`config.mk`:
```
export PLATFORM = sky130hd
export DESIGN_NAME = symbol_serializer_flat
export DESIGN_NICKNAME = d
export VERILOG_FILES = /design/src/rtl/symbol_serializer_pkg.sv /design/src/rtl/symbol_serializer_if.sv /design/src/rtl/symbol_serializer_skid.sv /design/src/rtl/symbol_serializer.sv /design/src/flat_wrapper.sv
export SDC_FILE = /design/constraint.sdc
export NUM_CORES = 1
export LEC_CHECK = 0
export BUFFER_PORTS_ARGS = -buffer_cell sky130_fd_sc_hd__buf_2
export CAP_MARGIN = 20
export CORE_MARGIN = 3
export CORE_UTILIZATION = 59
export DETAILED_ROUTE_END_ITERATION = 10
export PLACE_DENSITY = 0.83
export RECOVER_POWER = 50
export SETUP_SLACK_MARGIN = 0.4
export SLEW_MARGIN = 20
export SYNTH_ARGS = -nofsm -noshare
export SYNTH_HDL_FRONTEND = slang
export SYNTH_SLANG_ARGS = --single-unit
```
`constraint.sdc`:
```
create_clock -name clk -period 4.8 [get_ports clk]
set_clock_uncertainty 0.05 [all_clocks]
set_input_delay 0.96 -clock clk [delete_from_list [all_inputs] [get_ports clk]]
set_output_delay 0.96 -clock clk [all_outputs]
set_load 0.005 [all_outputs]
```
`src/rtl/symbol_serializer_pkg.sv`:
```
// Shared definitions for the PSK symbol serializer.
package symbol_serializer_pkg;

    localparam int NBITS_BPSK = 1;
    localparam int NBITS_QPSK = 2;

    function automatic int cnt_width(input int n_max);
        return $clog2(n_max + 1);
    endfunction

endpackage

```
`src/rtl/symbol_serializer_if.sv`:
```
// Word-in / bit-out stream bundle of the symbol serializer.
interface symbol_serializer_if #(
    parameter int M = 8
);

    logic [M-1:0] s_data;
    logic         s_valid;
    logic         s_ready;
    logic         m_bit;
    logic         m_valid;
    logic         m_ready;
    logic         m_last;

    modport slave (
        input  s_data, s_valid, m_ready,
        output s_ready, m_bit, m_valid, m_last
    );

    modport master (
        output s_data, s_valid, m_ready,
        input  s_ready, m_bit, m_valid, m_last
    );

endinterface

```
`src/rtl/symbol_serializer_skid.sv`:
```
// Single-entry word hold buffer with registered ready.
module word_skid_reg #(
    parameter int W = 8
) (
    input  logic         clk,
    input  logic         rst_n,
    input  logic [W-1:0] wr_data,
    input  logic         wr_valid,
    output logic         wr_ready,
    output logic [W-1:0] rd_data,
    output logic         rd_valid,
    input  logic         rd_pop
);

    logic push;
    logic full_next;

    assign push      = wr_valid && wr_ready;
    assign full_next = push || (rd_valid && !rd_pop);

    always_ff @(posedge clk or negedge rst_n) begin
        if (!rst_n) begin
            rd_valid <= 1'b0;
            wr_ready <= 1'b1;
            rd_data  <= '0;
        end else begin
            rd_valid <= full_next;
            wr_ready <= !full_next;
            if (push) begin
                rd_data <= wr_data;
            end
        end
    end

endmodule

```
`src/rtl/symbol_serializer.sv`:
```
// Parallel-to-serial converter: 1..N_MAX bits per word, one per ce_bit.
module symbol_serializer
    import symbol_serializer_pkg::*;
#(
    parameter int M          = 8,
    parameter int N_MAX      = 8,
    parameter int CNT_W      = cnt_width(N_MAX),
    parameter bit MSB_FIRST  = 1'b0,
    parameter int BYPASS_SEL = 1
) (
    input  logic                clk,
    input  logic                rst_n,
    input  logic                ce_bit,
    input  logic [CNT_W-1:0]    cfg_nbits,
    input  logic                cfg_bypass,
    symbol_serializer_if.slave  bus,
    output logic                underrun
);

    logic [M-1:0]     hold_data;
    logic             hold_full;
    logic             load;
    logic [N_MAX-1:0] sr;
    logic [N_MAX-1:0] sr_next;
    logic [N_MAX-1:0] load_sr;
    logic [N_MAX-1:0] word_low;
    logic [N_MAX-1:0] mask;
    logic [N_MAX-1:0] load_tmp;
    logic [N_MAX-1:0] next_tmp;
    logic [CNT_W-1:0] bits_left;
    logic [CNT_W-1:0] nbits_eff;
    logic             emitted;
    logic             slot_free;
    logic             ce_go;
    logic             next_bit;
    logic             load_bit;

    word_skid_reg #(.W(M)) u_skid (
        .clk      (clk),
        .rst_n    (rst_n),
        .wr_data  (bus.s_data),
        .wr_valid (bus.s_valid),
        .wr_ready (bus.s_ready),
        .rd_data  (hold_data),
        .rd_valid (hold_full),
        .rd_pop   (load)
    );

    assign slot_free = !bus.m_valid || bus.m_ready;
    assign ce_go     = ce_bit && slot_free;
    assign load      = ce_go && (bits_left == '0) && hold_full;

    always_comb begin
        if (cfg_bypass || cfg_nbits == '0) begin
            nbits_eff = CNT_W'(NBITS_BPSK);
        end else if (cfg_nbits > CNT_W'(N_MAX)) begin
            nbits_eff = CNT_W'(N_MAX);
        end else begin
            nbits_eff = cfg_nbits;
        end
    end

    // Word bits above nbits_eff are discarded at load.
    always_comb begin
        mask     = ~({N_MAX{1'b1}} << nbits_eff);
        word_low = hold_data[N_MAX-1:0] & mask;
        load_tmp = word_low >> (nbits_eff - 1'b1);
        load_bit = word_low[0];
        load_sr  = word_low >> 1;
        if (cfg_bypass) begin
            load_bit = hold_data[BYPASS_SEL];
            load_sr  = '0;
        end else if (MSB_FIRST) begin
            load_bit = load_tmp[0];
            load_sr  = word_low;
        end
    end

    // MSB-first keeps the word in place and indexes by bits_left.
    always_comb begin
        next_tmp = sr >> (bits_left - 1'b1);
        next_bit = sr[0];
        sr_next  = sr >> 1;
        if (MSB_FIRST) begin
            next_bit = next_tmp[0];
            sr_next  = sr;
        end
    end

    always_ff @(posedge clk or negedge rst_n) begin
        if (!rst_n) begin
            sr          <= '0;
            bits_left   <= '0;
            emitted     <= 1'b0;
            underrun    <= 1'b0;
            bus.m_bit   <= 1'b0;
            bus.m_valid <= 1'b0;
            bus.m_last  <= 1'b0;
        end else begin
            underrun <= 1'b0;
            if (ce_go) begin
                if (bits_left != '0) begin
                    bus.m_bit   <= next_bit;
                    bus.m_valid <= 1'b1;
                    bus.m_last  <= (bits_left == CNT_W'(1));
                    bits_left   <= bits_left - 1'b1;
                    sr          <= sr_next;
                    emitted     <= 1'b1;
                end else if (hold_full) begin
                    bus.m_bit   <= load_bit;
                    bus.m_valid <= 1'b1;
                    bus.m_last  <= (nbits_eff == CNT_W'(1));
                    bits_left   <= nbits_eff - 1'b1;
                    sr          <= load_sr;
                    emitted     <= 1'b1;
                end else begin
                    // Only the first empty strobe after a word flags underrun.
                    bus.m_valid <= 1'b0;
                    bus.m_last  <= 1'b0;
                    underrun    <= emitted;
                    emitted     <= 1'b0;
                end
            end else if (bus.m_valid && bus.m_ready) begin
                bus.m_valid <= 1'b0;
                bus.m_last  <= 1'b0;
            end
        end
    end

endmodule

```
`src/flat_wrapper.sv`:
```
// flat-port wrapper written by rule: the top's interface ports become plain ports
module symbol_serializer_flat import symbol_serializer_pkg::*;
#(
    parameter int M          = 8,
    parameter int N_MAX      = 8,
    parameter int CNT_W      = cnt_width(N_MAX),
    parameter bit MSB_FIRST  = 1'b0,
    parameter int BYPASS_SEL = 1
)
  (clk, rst_n, ce_bit, cfg_nbits, cfg_bypass, underrun, bus_s_data, bus_s_valid, bus_m_ready, bus_s_ready, bus_m_bit, bus_m_valid, bus_m_last);
  symbol_serializer_if #(.M(M)) bus_i ();
  input  logic clk;
  input  logic rst_n;
  input  logic ce_bit;
  input  logic [CNT_W-1:0] cfg_nbits;
  input  logic cfg_bypass;
  output logic underrun;
  input wire logic [$bits(bus_i.s_data)-1:0] bus_s_data;
  input wire logic [$bits(bus_i.s_valid)-1:0] bus_s_valid;
  input wire logic [$bits(bus_i.m_ready)-1:0] bus_m_ready;
  output wire logic [$bits(bus_i.s_ready)-1:0] bus_s_ready;
  output wire logic [$bits(bus_i.m_bit)-1:0] bus_m_bit;
  output wire logic [$bits(bus_i.m_valid)-1:0] bus_m_valid;
  output wire logic [$bits(bus_i.m_last)-1:0] bus_m_last;
  assign bus_i.s_data = bus_s_data;
  assign bus_i.s_valid = bus_s_valid;
  assign bus_i.m_ready = bus_m_ready;
  assign bus_s_ready = bus_i.s_ready;
  assign bus_m_bit = bus_i.m_bit;
  assign bus_m_valid = bus_i.m_valid;
  assign bus_m_last = bus_i.m_last;
  symbol_serializer #(.M(M), .N_MAX(N_MAX), .CNT_W(CNT_W), .MSB_FIRST(MSB_FIRST), .BYPASS_SEL(BYPASS_SEL)) u_core (.clk(clk), .rst_n(rst_n), .ce_bit(ce_bit), .cfg_nbits(cfg_nbits), .cfg_bypass(cfg_bypass), .bus(bus_i), .underrun(underrun));
endmodule
```
==> impl_metrics.env <==
export IMPL_status="completed"
export IMPL_synth_most_common_cell="dfrtp_1"
export IMPL_finalHoldViolations=0
export IMPL_p_leak_nw=0.6771
export IMPL_htreeDepth=1
export IMPL_grt_max_degree=27
export IMPL_drive_above_1_share_pct=27.52
export IMPL_synthAdderAreaFrac_pct=5.500
export IMPL_rsz0062_at_grt="false"
export IMPL_fin_nets=174
export IMPL_synth_seq_cells=26
export IMPL_grt_pass1_wl_microns=4643
export IMPL_synth_top_area_cell="dfrtp_1"
export IMPL_final_max_slew_viol_count=0
export IMPL_die_x_microns=54.10
export IMPL_avgViaCountPerCell=5.881
export IMPL_synthMuxAreaShare_pct=7.424
export IMPL_worstPathRequired_ns=4.96
export IMPL_cts_buffer_depth=2
export IMPL_start_util_pct=65.56
export IMPL_portBuffers=22
export IMPL_gp_congestion=0.8759
export IMPL_cts_repair_resized=0
export IMPL_die_area_sq_um=2927
export IMPL_grt_overflow_total=0
export IMPL_yosys_area_share_xor_xnor_pct=0.6416
export IMPL_critical_path_max_fanout=8
export IMPL_core_rowCount=16
export IMPL_fin_crit_sh_pct=45.28
export IMPL_p_per_area_nw_per_um2=530.3
export IMPL_num_io_pins=23
export IMPL_initialDrtViolationCount=36
export IMPL_hold_path_class="flip-flop to flip-flop"
export IMPL_final_core_util_pct=72.06
export IMPL_dp_final_hpwl_microns=1968
export IMPL_cts_sinks=26
export IMPL_syn_area_per_cell_sq_um=10.58
export IMPL_cts_inserted_buffers=3
export IMPL_dieHeight_microns=54.10
export IMPL_num_vias=1035
export IMPL_synth_nets=153
export IMPL_drcViolationCount=0
export IMPL_root_buffer="clkbuf_4"
export IMPL_cap_violations=0
export IMPL_cts_tree="yes"
export IMPL_synth_area_leaders="dfrtp_1 (46%), mux2_2 (6.6%), ha_1 (5.5%)"
export IMPL_setup_tns_ns=0
export IMPL_postCtsSetupBuffers=0
export IMPL_clk_pin_slew_worst_paths_ns=0.14
export IMPL_async_flop_share_pct=100.0
export IMPL_criticalPathCategory="input pin to flip-flop"
export IMPL_final_setup_viol_count=0
export IMPL_synth_top_family_by_area="simple AND/OR/NAND/NOR gates"
export IMPL_yosysSeqAreaShare_pct=47.75
export IMPL_synthCells=129
export IMPL_gr_usage_all_layers_pct=21.84
export IMPL_routed_wl_microns=2694
export IMPL_end_kind="flip-flop"
export IMPL_start_kind="input pin"
export IMPL_ys_flop_type="dfrtp_1"
export IMPL_slew_headroom_pct=10.74
export IMPL_grt_antenna_before_repair=0
export IMPL_synthDistinctLibCells=41
export IMPL_n_antenna_cell=0
export IMPL_synth_top_cell_area_share_pct=45.83
export IMPL_coreArea_sq_um=2082
export IMPL_clk_latency_ns=0.33
export IMPL_antenna_left=0
export IMPL_synth_edf_count=0
export IMPL_wl_per_cell_microns=15.31
export IMPL_tightestPinTransition_ns=1.339
export IMPL_synth_area_sq_um=1365
export IMPL_synth_compound_area_share_pct=16.04
export IMPL_period_minus_slack_ns=2.173
export IMPL_grt_pass1_vias=1043
export IMPL_yosys_area_share_simple_pct=18.06
export IMPL_worstPathArrival_ns=2.34
export IMPL_area_growth_pct=9.899
export IMPL_cts_hold_buf=0
export IMPL_fmax_mhz=460.1
export IMPL_drt_pass1_iterations=4
export IMPL_peakVddDrop_v=0.0003420
export IMPL_synth_warnings=0
export IMPL_ys_top_cells_by_count="dfrtp_1 (25), a21oi_1 (12), nand2_1 (12), nor2_1 (11), mux2_2 (8)"
==> cell families (layout without fill, tap and decap cells) <==
| family | Yosys count | count (layout) |
|---|---|---|
| fa+ha+maj | 6 | 6 |
| simple gates | 46 | 46 |
| mux | 9 | 9 |
| compound gates | 30 | 30 |
| xor+xnor | 1 | 1 |
| flops | 26 | 26 |
| buf+inv | 11 | 31 |
==> cells in the final DEF, fill, tap and decap left out, drive strengths merged, types with 2 or more instances in the layout <==
master  instances
nand2          12
ha              6
dfrtp          25
mux2            9
nor2           12
clkbuf          5
buf            21
nand2b          3
nand4           2
o211ai          4
o21ai           4
a21oi          12
nand3           3
nor2b           2
inv             5
nor3            5
nor3b           3
==> flip-flops by register name, indices dropped and copies added (netlist names) <==
| name | flops |
|---|---|
| u_core.u_skid.rd_valid | 1 |
| u_core.bus.m_valid | 1 |
| u_core.bus.m_bit | 1 |
| u_core.u_skid.rd_data | 8 |
| u_core.underrun | 1 |
| u_core.u_skid.wr_ready | 1 |
| u_core.emitted | 1 |
| u_core.sr | 7 |
| u_core.bits_left | 4 |
| u_core.bus.m_last | 1 |
==> report_power, final <==
group	switching [mW]	total [mW]	internal [mW]	leakage [nW]
clock	0.0657	0.112	0.0465	0.0210
combinational	0.154	0.292	0.138	0.347
sequential	0.0757	0.391	0.315	0.309
==> worst paths after layout <==
kind,end,slack (ns),depth (start not counted),startpoint
setup / recovery,u_core.sr[1],2.63,7,cfg_nbits[3]
hold / removal,u_core.emitted,0.44,2,u_core.emitted
setup reg to reg,u_core.sr[1],2.73,6,u_core.bits_left[0]
hold reg to reg,u_core.emitted,0.44,2,u_core.emitted
max in group asynchronous,u_core.u_skid.rd_data[2],3.07,1,rst_n
min in group asynchronous,u_core.bus.m_bit,0.85,1,rst_n
==> critical path: stages <==
cell	delay (ns)
buf_2	0.15
nor3_1	0.09
nor3_1	0.33
inv_1	0.15
ha_1	0.24
o311ai_1	0.31
a21oi_1	0.11
==> metrics by stage <==
step,setup slack (ns),hold WS (ns),instances,power (mW),cell area [sq um]
finish,2.627,0.4439,176,0.7956,1500
global route,2.570,0.4753,176,0.8596,1500
CTS,2.671,0.4451,176,0.7975,1501
detailed placement,2.359,0.4055,172,0.6872,1465
global placement,2.441,0.4073,172,0.6690,1465
floorplan,2.498,0.3889,129,0.6174,1365
==> layer usage <==
layer  GRT usage, %  part of all wire (%)  vias up
met5              0                     0        -
met4          6.224                   1.3        0
met3          2.493                   4.0        5
met2          39.11                    52       26
met1          27.58                    42      499
li1               -                     -      505
==> cell type report <==
type	instances	area, sq um
sequential	26	651.9
clock buffer	4	36.28
tap	27	33.78
fill	168	581.8
inverter	5	18.77
timing repair buffer	22	108.9
multi-input combinational	92	650.6
(Power assumes the default switching activity.)
